File: config.mk
export PLATFORM = sky130hd
export DESIGN_NAME = pulse_gen_multi
export DESIGN_NICKNAME = d
export VERILOG_FILES = /design/src/rtl/pulse_gen_pkg.sv /design/src/rtl/pulse_gen_channel.sv /design/src/rtl/pulse_gen_multi.sv
export SDC_FILE = /design/constraint.sdc
export NUM_CORES = 1
export LEC_CHECK = 0
export CAP_MARGIN = 10
export CORE_MARGIN = 1
export CORE_UTILIZATION = 60
export DETAILED_ROUTE_END_ITERATION = 16
export DONT_BUFFER_PORTS = 1
export PLACE_DENSITY = 0.74
export SLEW_MARGIN = 10
export SYNTH_ARGS = -nofsm -noshare
export SYNTH_HDL_FRONTEND = slang
export SYNTH_SLANG_ARGS = --single-unit
File: constraint.sdc
create_clock -name clk -period 9.4 [get_ports clk]
set_input_delay 2.82 -clock clk [delete_from_list [all_inputs] [get_ports clk]]
set_output_delay 2.82 -clock clk [all_outputs]
set_load 0.01 [all_outputs]
File: src/rtl/pulse_gen_pkg.sv
`default_nettype none
// =====================================================================
// pulse_gen_pkg : shared types for the multi-channel pulse generator
// Rev 1.0
// =====================================================================
package pulse_gen_pkg;

   localparam int PG_CNT_W   = 16;
   localparam int PG_BURST_W = 8;

   typedef enum logic [1:0] {
      PG_CONT    = 2'd0,
      PG_ONESHOT = 2'd1,
      PG_BURST   = 2'd2,
      PG_RSVD    = 2'd3
   } pg_mode_e;

   typedef enum logic [0:0] {
      PG_IDLE = 1'b0,
      PG_RUN  = 1'b1
   } pg_state_e;

   typedef struct packed {
      logic [PG_CNT_W-1:0]   period;
      logic [PG_CNT_W-1:0]   duty;
      pg_mode_e              mode;
      logic [PG_BURST_W-1:0] burst;
   } pg_cfg_t;

endpackage
`default_nettype wire

File: src/rtl/pulse_gen_channel.sv
`default_nettype none
// =====================================================================
// pulse_gen_channel : one pulse/PWM channel with shadowed configuration
// Rev 1.0
// =====================================================================
module pulse_gen_channel
   import pulse_gen_pkg::*;
#(
   parameter int CNT_W   = 16,
   parameter int BURST_W = 8
) (
   input  logic               clk,
   input  logic               rst,
   input  logic               i_wr,
   input  logic [CNT_W-1:0]   i_period,
   input  logic [CNT_W-1:0]   i_duty,
   input  logic [1:0]         i_mode,
   input  logic [BURST_W-1:0] i_burst,
   input  logic               i_start,
   input  logic               i_stop,
   output logic               o_pulse,
   output logic               o_busy,
   output logic               o_done
);

   typedef struct packed {
      logic [CNT_W-1:0]   period;
      logic [CNT_W-1:0]   duty;
      pg_mode_e           mode;
      logic [BURST_W-1:0] burst;
   } ch_cfg_t;

   ch_cfg_t            shadow_q, shadow_d;
   ch_cfg_t            active_q, active_d;
   pg_state_e          state_q, state_d;
   logic [CNT_W-1:0]   cnt_q, cnt_d;
   logic [BURST_W-1:0] per_idx_q, per_idx_d;
   logic               pulse_q, pulse_d;
   logic               done_q, done_d;

   logic               w_wrap;
   logic               w_last_period;
   logic [BURST_W-1:0] w_limit_m1;

   // Index of the final period; burst=0 is treated as a single period.
   always_comb begin
      w_limit_m1 = '0;
      if (active_q.mode == PG_BURST && active_q.burst != '0) begin
         w_limit_m1 = active_q.burst - BURST_W'(1);
      end
   end

   assign w_wrap        = (cnt_q == active_q.period - CNT_W'(1));
   assign w_last_period = (active_q.mode != PG_CONT) && (per_idx_q >= w_limit_m1);

   always_comb begin
      shadow_d = shadow_q;
      if (i_wr) begin
         shadow_d.period = i_period;
         shadow_d.duty   = i_duty;
         shadow_d.mode   = pg_mode_e'(i_mode);
         shadow_d.burst  = i_burst;
      end

      active_d  = active_q;
      state_d   = state_q;
      cnt_d     = cnt_q;
      per_idx_d = per_idx_q;
      done_d    = 1'b0;

      // Loads below read shadow_q so a same-cycle write waits for the next boundary.
      case (state_q)
         PG_IDLE: begin
            if (i_start && !i_stop && shadow_q.period != '0) begin
               state_d   = PG_RUN;
               cnt_d     = '0;
               per_idx_d = '0;
               active_d  = shadow_q;
            end
         end
         PG_RUN: begin
            if (i_stop) begin
               state_d   = PG_IDLE;
               cnt_d     = '0;
               per_idx_d = '0;
            end else if (w_wrap) begin
               cnt_d = '0;
               if (w_last_period) begin
                  state_d   = PG_IDLE;
                  per_idx_d = '0;
                  done_d    = 1'b1;
               end else begin
                  active_d  = shadow_q;
                  per_idx_d = (active_q.mode == PG_CONT || shadow_q.mode == PG_CONT)
                              ? '0 : per_idx_q + BURST_W'(1);
               end
            end else begin
               cnt_d = cnt_q + CNT_W'(1);
            end
         end
         default: begin
            state_d = PG_IDLE;
         end
      endcase

      pulse_d = (state_d == PG_RUN) && (cnt_d < active_d.duty);
   end

   always_ff @(posedge clk) begin
      if (rst) begin
         shadow_q  <= '0;
         active_q  <= '0;
         state_q   <= PG_IDLE;
         cnt_q     <= '0;
         per_idx_q <= '0;
         pulse_q   <= 1'b0;
         done_q    <= 1'b0;
      end else begin
         shadow_q  <= shadow_d;
         active_q  <= active_d;
         state_q   <= state_d;
         cnt_q     <= cnt_d;
         per_idx_q <= per_idx_d;
         pulse_q   <= pulse_d;
         done_q    <= done_d;
      end
   end

   assign o_pulse = pulse_q;
   assign o_busy  = (state_q == PG_RUN);
   assign o_done  = done_q;

endmodule
`default_nettype wire

File: src/rtl/pulse_gen_multi.sv
`default_nettype none
// =====================================================================
// pulse_gen_multi : NUM_CH independent programmable pulse/PWM channels
// Rev 1.0
// =====================================================================
module pulse_gen_multi
   import pulse_gen_pkg::*;
#(
   parameter  int NUM_CH  = 4,
   parameter  int CNT_W   = 16,
   parameter  int BURST_W = 8,
   localparam int CH_W    = (NUM_CH > 1) ? $clog2(NUM_CH) : 1
) (
   input  logic               clk,
   input  logic               rst,
   input  logic               i_cfg_wr,
   input  logic [CH_W-1:0]    i_cfg_ch,
   input  logic [CNT_W-1:0]   i_cfg_period,
   input  logic [CNT_W-1:0]   i_cfg_duty,
   input  logic [1:0]         i_cfg_mode,
   input  logic [BURST_W-1:0] i_cfg_burst,
   input  logic [NUM_CH-1:0]  i_start,
   input  logic [NUM_CH-1:0]  i_stop,
   output logic [NUM_CH-1:0]  o_pulse,
   output logic [NUM_CH-1:0]  o_busy,
   output logic [NUM_CH-1:0]  o_done
);

   // Channel indices past NUM_CH-1 match no channel, so such writes drop.
   for (genvar g = 0; g < NUM_CH; g++) begin : g_ch
      logic w_wr;

      assign w_wr = i_cfg_wr && (i_cfg_ch == CH_W'(g));

      pulse_gen_channel #(
         .CNT_W   (CNT_W),
         .BURST_W (BURST_W)
      ) u_ch (
         .clk      (clk),
         .rst      (rst),
         .i_wr     (w_wr),
         .i_period (i_cfg_period),
         .i_duty   (i_cfg_duty),
         .i_mode   (i_cfg_mode),
         .i_burst  (i_cfg_burst),
         .i_start  (i_start[g]),
         .i_stop   (i_stop[g]),
         .o_pulse  (o_pulse[g]),
         .o_busy   (o_busy[g]),
         .o_done   (o_done[g])
      );
   end

endmodule
`default_nettype wire

# Word level (Yosys, flattened, before mapping)
# Cells that the tools add are included.
classes:
  n_addsub: 16
  n_lt_le_gt_ge: 8
  eq_ne: 31
  muxes: 88
  bitwise_logic: 8
  reduce_logical: 65
ops:
  columns: ["cell", "n"]
  rows:
  - ["$mux W42", 16]
  - ["$pmux W42 S2", 4]
  - ["$mux W16", 12]
  - ["$mux W8", 24]
  - ["$pmux W16 S2", 4]
  - ["$add A16 B1 Y16 const B", 4]
  - ["$eq A16 B16 Y1", 4]
  - ["$lt A16 B16 Y1", 4]
  - ["$pmux W8 S2", 4]
  - ["$reduce_bool A16 Y1", 4]
  - ["$sub A16 B1 Y16 const B", 4]
  - ["$add A8 B1 Y8 const B", 4]
  - ["$ge A8 B8 Y1", 4]
  - ["$reduce_bool A8 Y1", 4]
  - ["$sub A8 B1 Y8 const B", 4]
  - ["$logic_and A1 B1 Y1", 24]
  - ["$ne A2 B2 Y1 const B", 12]
  - ["$mux W1", 20]
  - ["$logic_not A2 Y1", 9]
  - ["$reduce_and A4 Y1", 4]
  - ["$reduce_or A4 Y1", 4]
  - ["$eq A2 B2 Y1 const B", 6]
  - ["$ne A3 B3 Y1 const B", 4]
  - ["$ne A2 B1 Y1 const B", 4]
  - ["7 further kinds", 29]
totals:
  regBits: 444
  inputBits: 55
  output_inout_bits: 12
  elab_cells: 268

# Depth between registers and ports, before layout
depth:
  word_depth: 11
  mapped_depth: 25
  ltp_nobuf: 23

# By module
# Synthesis repeated with hierarchy kept, for this count alone.
hier_totals:
  cells_unflattened: 2700
  hier_area_um2: 24116.9
modules_own_cells:
  columns: ["mod", "n_inst", "cells_per_inst", "area_per_inst_um2", "seq_area_each_um2"]
  rows:
  - ["pulse_gen_channel at g_ch[3].u_ch", 1, 743, 6535.0, 2222.1]
  - ["pulse_gen_channel at g_ch[1].u_ch", 1, 675, 5975.7, 2222.1]
  - ["pulse_gen_channel at g_ch[2].u_ch", 1, 651, 5838.1, 2222.1]
  - ["pulse_gen_channel at g_ch[0].u_ch", 1, 627, 5730.5, 2222.1]
  - ["pulse_gen_multi", 1, 4, 37.5, 0.0]

# Worst setup path before layout
# No wires, ideal clock.
synth_timing:
  path_kind: "in2reg"
  start: "input port i_stop[1]"
  end: "register g_ch[1].u_ch.pulse_q"
  setup_time_ns: 0.114
  arrival_time_ns: 5.452
  required_time_ns: 9.286
  slack_ns: 3.834
  stages: 15
  path_buffers: 1
  path_cell_list: "nand2b_1 > a41oi_1 > nand2b_1 > o31ai_4 > buf_4 > mux2i_1 > ha_1 > a21o_1 > a21o_1 > a21o_1 > a21o_1 > a21o_1 > a21oi_1 > nor2b_1 > a2111oi_0"
synth_between:
  elab_chain_len: 7
  word_cells_on_any_way: 14
  classes_between: "1 x order compare; 9 x mux; 4 x reduce/logical"
synth_lines:
  columns: ["element", "line_no", "source"]
  rows:
  - ["start, declared", "pulse_gen_multi.sv:23", "input logic [NUM_CH-1:0] i_stop,"]
  - ["$logic_not A1 Y1", "pulse_gen_channel.sv:74", "if (i_start && !i_stop && shadow_q.period != '0) begin"]
  - ["$logic_and A1 B1 Y1 (2 in series)", "pulse_gen_channel.sv:74", null]
  - ["$mux W16 / $mux W42 (equally long branches)", "pulse_gen_channel.sv:74", null]
  - ["$pmux W16 S2 / $pmux W42 S2 (equally long branches)", "pulse_gen_channel.sv:72", "case (state_q)"]
  - ["$lt A16 B16 Y1", "pulse_gen_channel.sv:106", "pulse_d = (state_d == PG_RUN) && (cnt_d < active_d.duty);"]
  - ["$logic_and A1 B1 Y1 (*)", "pulse_gen_channel.sv:106", null]
  - ["end signal, assigned", "pulse_gen_channel.sv:124", "pulse_q <= pulse_d;"]
  - ["end, declared", "pulse_gen_channel.sv:38", "logic pulse_q, pulse_d;"]
# Mark *: on every way between the ends. The rest lies on a longest branch, timed or not. The select of a mux whose other input is x is not followed.
# A chain may end at the register's enable or synchronous reset.

# Worst setup path after layout
layout_timing:
  start: "register g_ch[1].u_ch.active_q[0] (netlist bit)"
  end: "register g_ch[1].u_ch.pulse_q"
layout_between:
  elab_chain_len: 11
  word_cells_on_any_way: 16
  classes_between: "1 x add/sub; 2 x order compare; 9 x mux; 4 x reduce/logical"
layout_lines:
  columns: ["element", "line_no", "source"]
  rows:
  - ["start, declared", "pulse_gen_channel.sv:34", "ch_cfg_t active_q, active_d;"]
  - ["start signal, assigned", "pulse_gen_channel.sv:120", "active_q <= active_d;"]
  - ["parallel branches: the longest is 2 deep, another holds $sub A8 B1 Y8", null, null]
  - ["$mux W8 (*)", "pulse_gen_channel.sv:48", "if (active_q.mode == PG_BURST && active_q.burst != '0) begin"]
  - ["$ge A8 B8 Y1 (*)", "pulse_gen_channel.sv:54", "assign w_last_period = (active_q.mode != PG_CONT) && (per_idx_q >= w_limit_m1);"]
  - ["$logic_and A1 B1 Y1 (*)", "pulse_gen_channel.sv:54", null]
  - ["$mux W42", "pulse_gen_channel.sv:88", "if (w_last_period) begin"]
  - ["$mux W42", "pulse_gen_channel.sv:86", "end else if (w_wrap) begin"]
  - ["$mux W42", "pulse_gen_channel.sv:82", "if (i_stop) begin"]
  - ["$pmux W42 S2", "pulse_gen_channel.sv:72", null]
  - ["$lt A16 B16 Y1", "pulse_gen_channel.sv:106", null]
  - ["$logic_and A1 B1 Y1 (*)", "pulse_gen_channel.sv:106", null]
# Mark *: on every way between the ends. The select of a mux whose other input is x is not followed.

==> impl_metrics.ini <==
[pwr]
ir_worst_vdd_mv = 0.156
p_comb_share_pct = 6.8
p_sw_mw = 1.01
pwr_density_cell_nw_per_um2 = 173
pwr-share-clk_pct = 47.1
seq_power_share_pct = 46.1
leakagePower_nw = 9.85
intPower_mw = 3.23
power.share.switching_pct = 23.9

[clocking]
cts_sinks = 444
insertion_delay_ns = 0.59
cts_tree = built
cts_max_path_buffers = 3
htree_num_levels = 2
root_buffer = clkbuf_16
cts_made_buffers = 48
post_cts_buffers = 0
cts.clk_slew.worst_paths_ns = 0.07
cts-resized-gates = 0
cts_hold_buffers = 0

[critical_path]
worst-path-buf-inv = 2
timing.rr.end = g_ch[1].u_ch.o_pulse$_SDFF_PP0_
critical_path_arrival_ns = 6.52
rr_startpoint = g_ch[1].u_ch.active_q[0]$_SDFFE_PP0P_
crit_type = flip-flop to flip-flop
cp_top_family = compound AO/OA/AOI/OAI gates
crit_path_max_fanout = 34
start_kind = flip-flop
crit_cells = 20
required_ns = 9.87
cp-end-kind = flip-flop
slowest_delay_ns = 0.68
r2r_slack_ns = 3.35
slowest_stage = a311oi_1
cp_cell_sequence = inv_1 -> ha_1 -> a311oi_1 -> and2_1 -> ha_1 -> nand2b_1 -> a211o_1 -> a2111oi_0 -> nor2_1 -> o31ai_4 -> buf_4 -> mux2i_1 -> ha_1 -> a21oi_1 -> nor2b_1 -> o21ai_0 -> o21ai_0 -> o21ai_0 -> nand2b_1 -> a2111oi_0
cp-startpoint = g_ch[1].u_ch.active_q[0]$_SDFFE_PP0P_
rr_worst_depth = 20
worstSetupEndpoint = g_ch[1].u_ch.o_pulse$_SDFF_PP0_

[timing]
slew_violations = 0
final.setup.tns_ns = 0
fin_crit_ns = 6.05
fin_skew_ns = 0.0207
relSlewSlack_pct = 33.1
rsz0062_at_grt = false
fin_crit_sh_pct = 64.4
final-setup-viol-count = 0
final-hold-violation-count = 0
tightestPinTransition_ns = 0.998
fmax_mhz = 165

[global_route]
grt_max_degree = 394
grt_first_pass_wirelength_mm = 95.3
grt_pass1_vias = 17878
grt_overflow_total = 0
grt_use_total_pct = 30.6
antenna_found_initial = 0

[synth]
yosysUniqueCellTypes = 85
synth_top_family_by_area = simple AND/OR/NAND/NOR gates
synth_fa_ha_area_share_pct = 6.12
synth_seq_cells = 444
ys_seq_area_share_pct = 38.8
yosysWarnings = 0
async_flop_share_pct = 0
synthXorXnorAreaFrac_pct = 4.93
postSynthCellCount = 2792
synth_compound_area_share_pct = 13.8
syn_area_um2 = 22900
yosys.area_share.simple_pct = 24.0
synth.avg_cell_area_um2 = 8.20
syn_nets = 2959
synthMuxAreaShare_pct = 8.09
synth-edff-count = 0
synth_ff_type = dfxtp_1

[placement]
port_buffers = 0
routabilityCongestion = 0.919
dp_hpwl_mm = 42.5
dp_cells = 3148

[worst_hold_path]
hp-class = flip-flop to flip-flop

[layout]
area_growth_pct = 7.22
nets = 2854
layout-drive-gt1-share_pct = 4.77
antenna_cells = 0
layoutNonFillerInstCount = 3234

[drt]
drc = 0
drtIter0Drc = 1839
drt-total-wl_mm = 60.2
post_drt_via_cell_ratio = 6.05
final_antenna_net_count = 0
wire_per_inst_um = 18.6
first_pass_iters = 6
route.vias.total = 19562

[floorplanning]
die_x_um = 197
core_area_um2 = 37600
io_pins = 67
row_count = 71
die-height_um = 197
start_util_pct = 61.0
fp.dieArea_um2 = 39000

[run_status]
status = complete, no violations

[run]
cap_violations = 0
[cells in the mapped netlist (all sizes together), types with 14 or more instances]
cell type / n / share of area [%]
or3: 20 / 0.55
o211ai: 14 / 0.46
ha: 112 / 6.1
buf: 47 / 1.4
a21oi: 245 / 5.4
nand4: 46 / 1.3
nor3: 44 / 0.98
nand2: 460 / 7.5
xor2: 72 / 2.8
dfxtp: 444 / 39
or2: 14 / 0.38
clkbuf: 120 / 2.0
a31oi: 21 / 0.63
nand3: 63 / 1.4
nand2b: 34 / 0.93
mux2i: 183 / 8.0
nor4: 53 / 1.6
nor2: 338 / 5.5
inv: 56 / 0.92
and3: 34 / 0.93
a21o: 39 / 1.3
and2: 25 / 0.68
xnor2: 57 / 2.2
nor2b: 14 / 0.38
o21ai: 58 / 1.3
[state kept, by name, indices dropped and copies added, names as in the netlist]
register             count
g_ch.u_ch.cnt_q         64
g_ch.u_ch.o_pulse        4
g_ch.u_ch.per_idx_q     32
g_ch.u_ch.shadow_q     168
g_ch.u_ch.o_busy         4
g_ch.u_ch.o_done         4
g_ch.u_ch.active_q     168
[per-stage QoR]
step	hold WS, ns	area, µm²	setup WS (ns)	utilization [%]	power (mW)
3_5_place_dp	0.445	22900	3.13	60.9	2.28
5_1_grt	0.468	24600	2.77	65.4	4.38
2_1_floorplan	0.436	22900	3.83	-	2.25
4_1_cts	0.453	24600	3.40	65.4	4.26
3_3_place_gp	0.438	22900	3.20	60.9	2.27
6_report	0.453	24600	3.35	65.4	4.24
[area by class of cell]
cell class / count / area [µm²]
fill: 3170 / 13000
tap: 511 / 639
sequential: 444 / 8890
timing repair buffer: 12 / 90.1
multi-input combinational: 2125 / 13100
clock inverter: 22 / 319
inverter: 56 / 210
clock buffer: 64 / 1340
[per-layer routing]
layer  vias up  global-route usage [%]  share of wire (%)
met3       122                    4.76                6.6
met4         0                    11.7                3.9
met2       642                    48.1                 45
met1      9281                    42.2                 45
li1       9517                       -                  -
met5         -                       0                  0
[kinds of logic after synthesis]
family / Yosys count
compound gates: 505
mux: 185
flops: 444
xor+xnor: 129
buf+inv: 223
fa+ha+maj: 112
simple gates: 1194
[worst register-to-register path, stage by stage, from the launching register on]
cell	delay, ns
dfxtp_1	0.36
inv_1	0.08
ha_1	0.21
a311oi_1	0.68
and2_1	0.24
ha_1	0.22
nand2b_1	0.14
a211o_1	0.32
a2111oi_0	0.51
nor2_1	0.26
o31ai_4	0.60
buf_4	0.58
mux2i_1	0.38
ha_1	0.29
a21oi_1	0.16
nor2b_1	0.06
o21ai_0	0.14
o21ai_0	0.11
o21ai_0	0.21
nand2b_1	0.10
a2111oi_0	0.29
[how the worst min path moves through the flow]
stage	start	to	slack [ns]	cells past startpoint
3_3_place_gp	g_ch[0].u_ch.shadow_q[0]$_SDFFE_PP0P_	g_ch[0].u_ch.shadow_q[0]$_SDFFE_PP0P_	0.44	2
3_5_place_dp	g_ch[0].u_ch.shadow_q[2]$_SDFFE_PP0P_	g_ch[0].u_ch.shadow_q[2]$_SDFFE_PP0P_	0.45	2
5_1_grt	g_ch[3].u_ch.shadow_q[10]$_SDFFE_PP0P_	g_ch[3].u_ch.shadow_q[10]$_SDFFE_PP0P_	0.47	2
6_report	g_ch[2].u_ch.shadow_q[5]$_SDFFE_PP0P_	g_ch[2].u_ch.shadow_q[5]$_SDFFE_PP0P_	0.45	2
2_1_floorplan	g_ch[2].u_ch.shadow_q[0]$_SDFFE_PP0P_	g_ch[2].u_ch.shadow_q[0]$_SDFFE_PP0P_	0.44	2
4_1_cts	g_ch[0].u_ch.shadow_q[2]$_SDFFE_PP0P_	g_ch[0].u_ch.shadow_q[2]$_SDFFE_PP0P_	0.45	2
[power groups by stage]
stage	clock network [mW]	registers, mW	logic [mW]
after global placement	0	2.00	0.277
after CTS	2.02	1.96	0.287
after detailed placement	0	2.00	0.285
after floorplan	0	1.98	0.270
after global routing	2.10	1.96	0.319
final	2.00	1.96	0.289
[layout by cell type (no fill, tap or decap), drive strengths merged, types with 7 or more instances in the layout]
cell type / count
a211o: 8
o21a: 12
inv: 58
nor2b: 14
or4: 10
a21oi: 245
nand2: 460
a2111oi: 7
buf: 12
mux2i: 183
o31ai: 10
or3: 20
a211oi: 13
and4: 7
and3: 34
nor4: 53
o22a: 7
nor2: 338
nand3: 63
o211ai: 14
nor3: 44
nand2b: 34
nand4: 46
and2: 25
a311oi: 7
bufinv: 7
ha: 112
o21ai: 58
a31oi: 21
xnor2: 57
xor2: 72
dfxtp: 444
or2: 14
clkbuf: 64
clkinv: 7
nor4b: 7
a21o: 39
(Power assumes the default switching activity.)
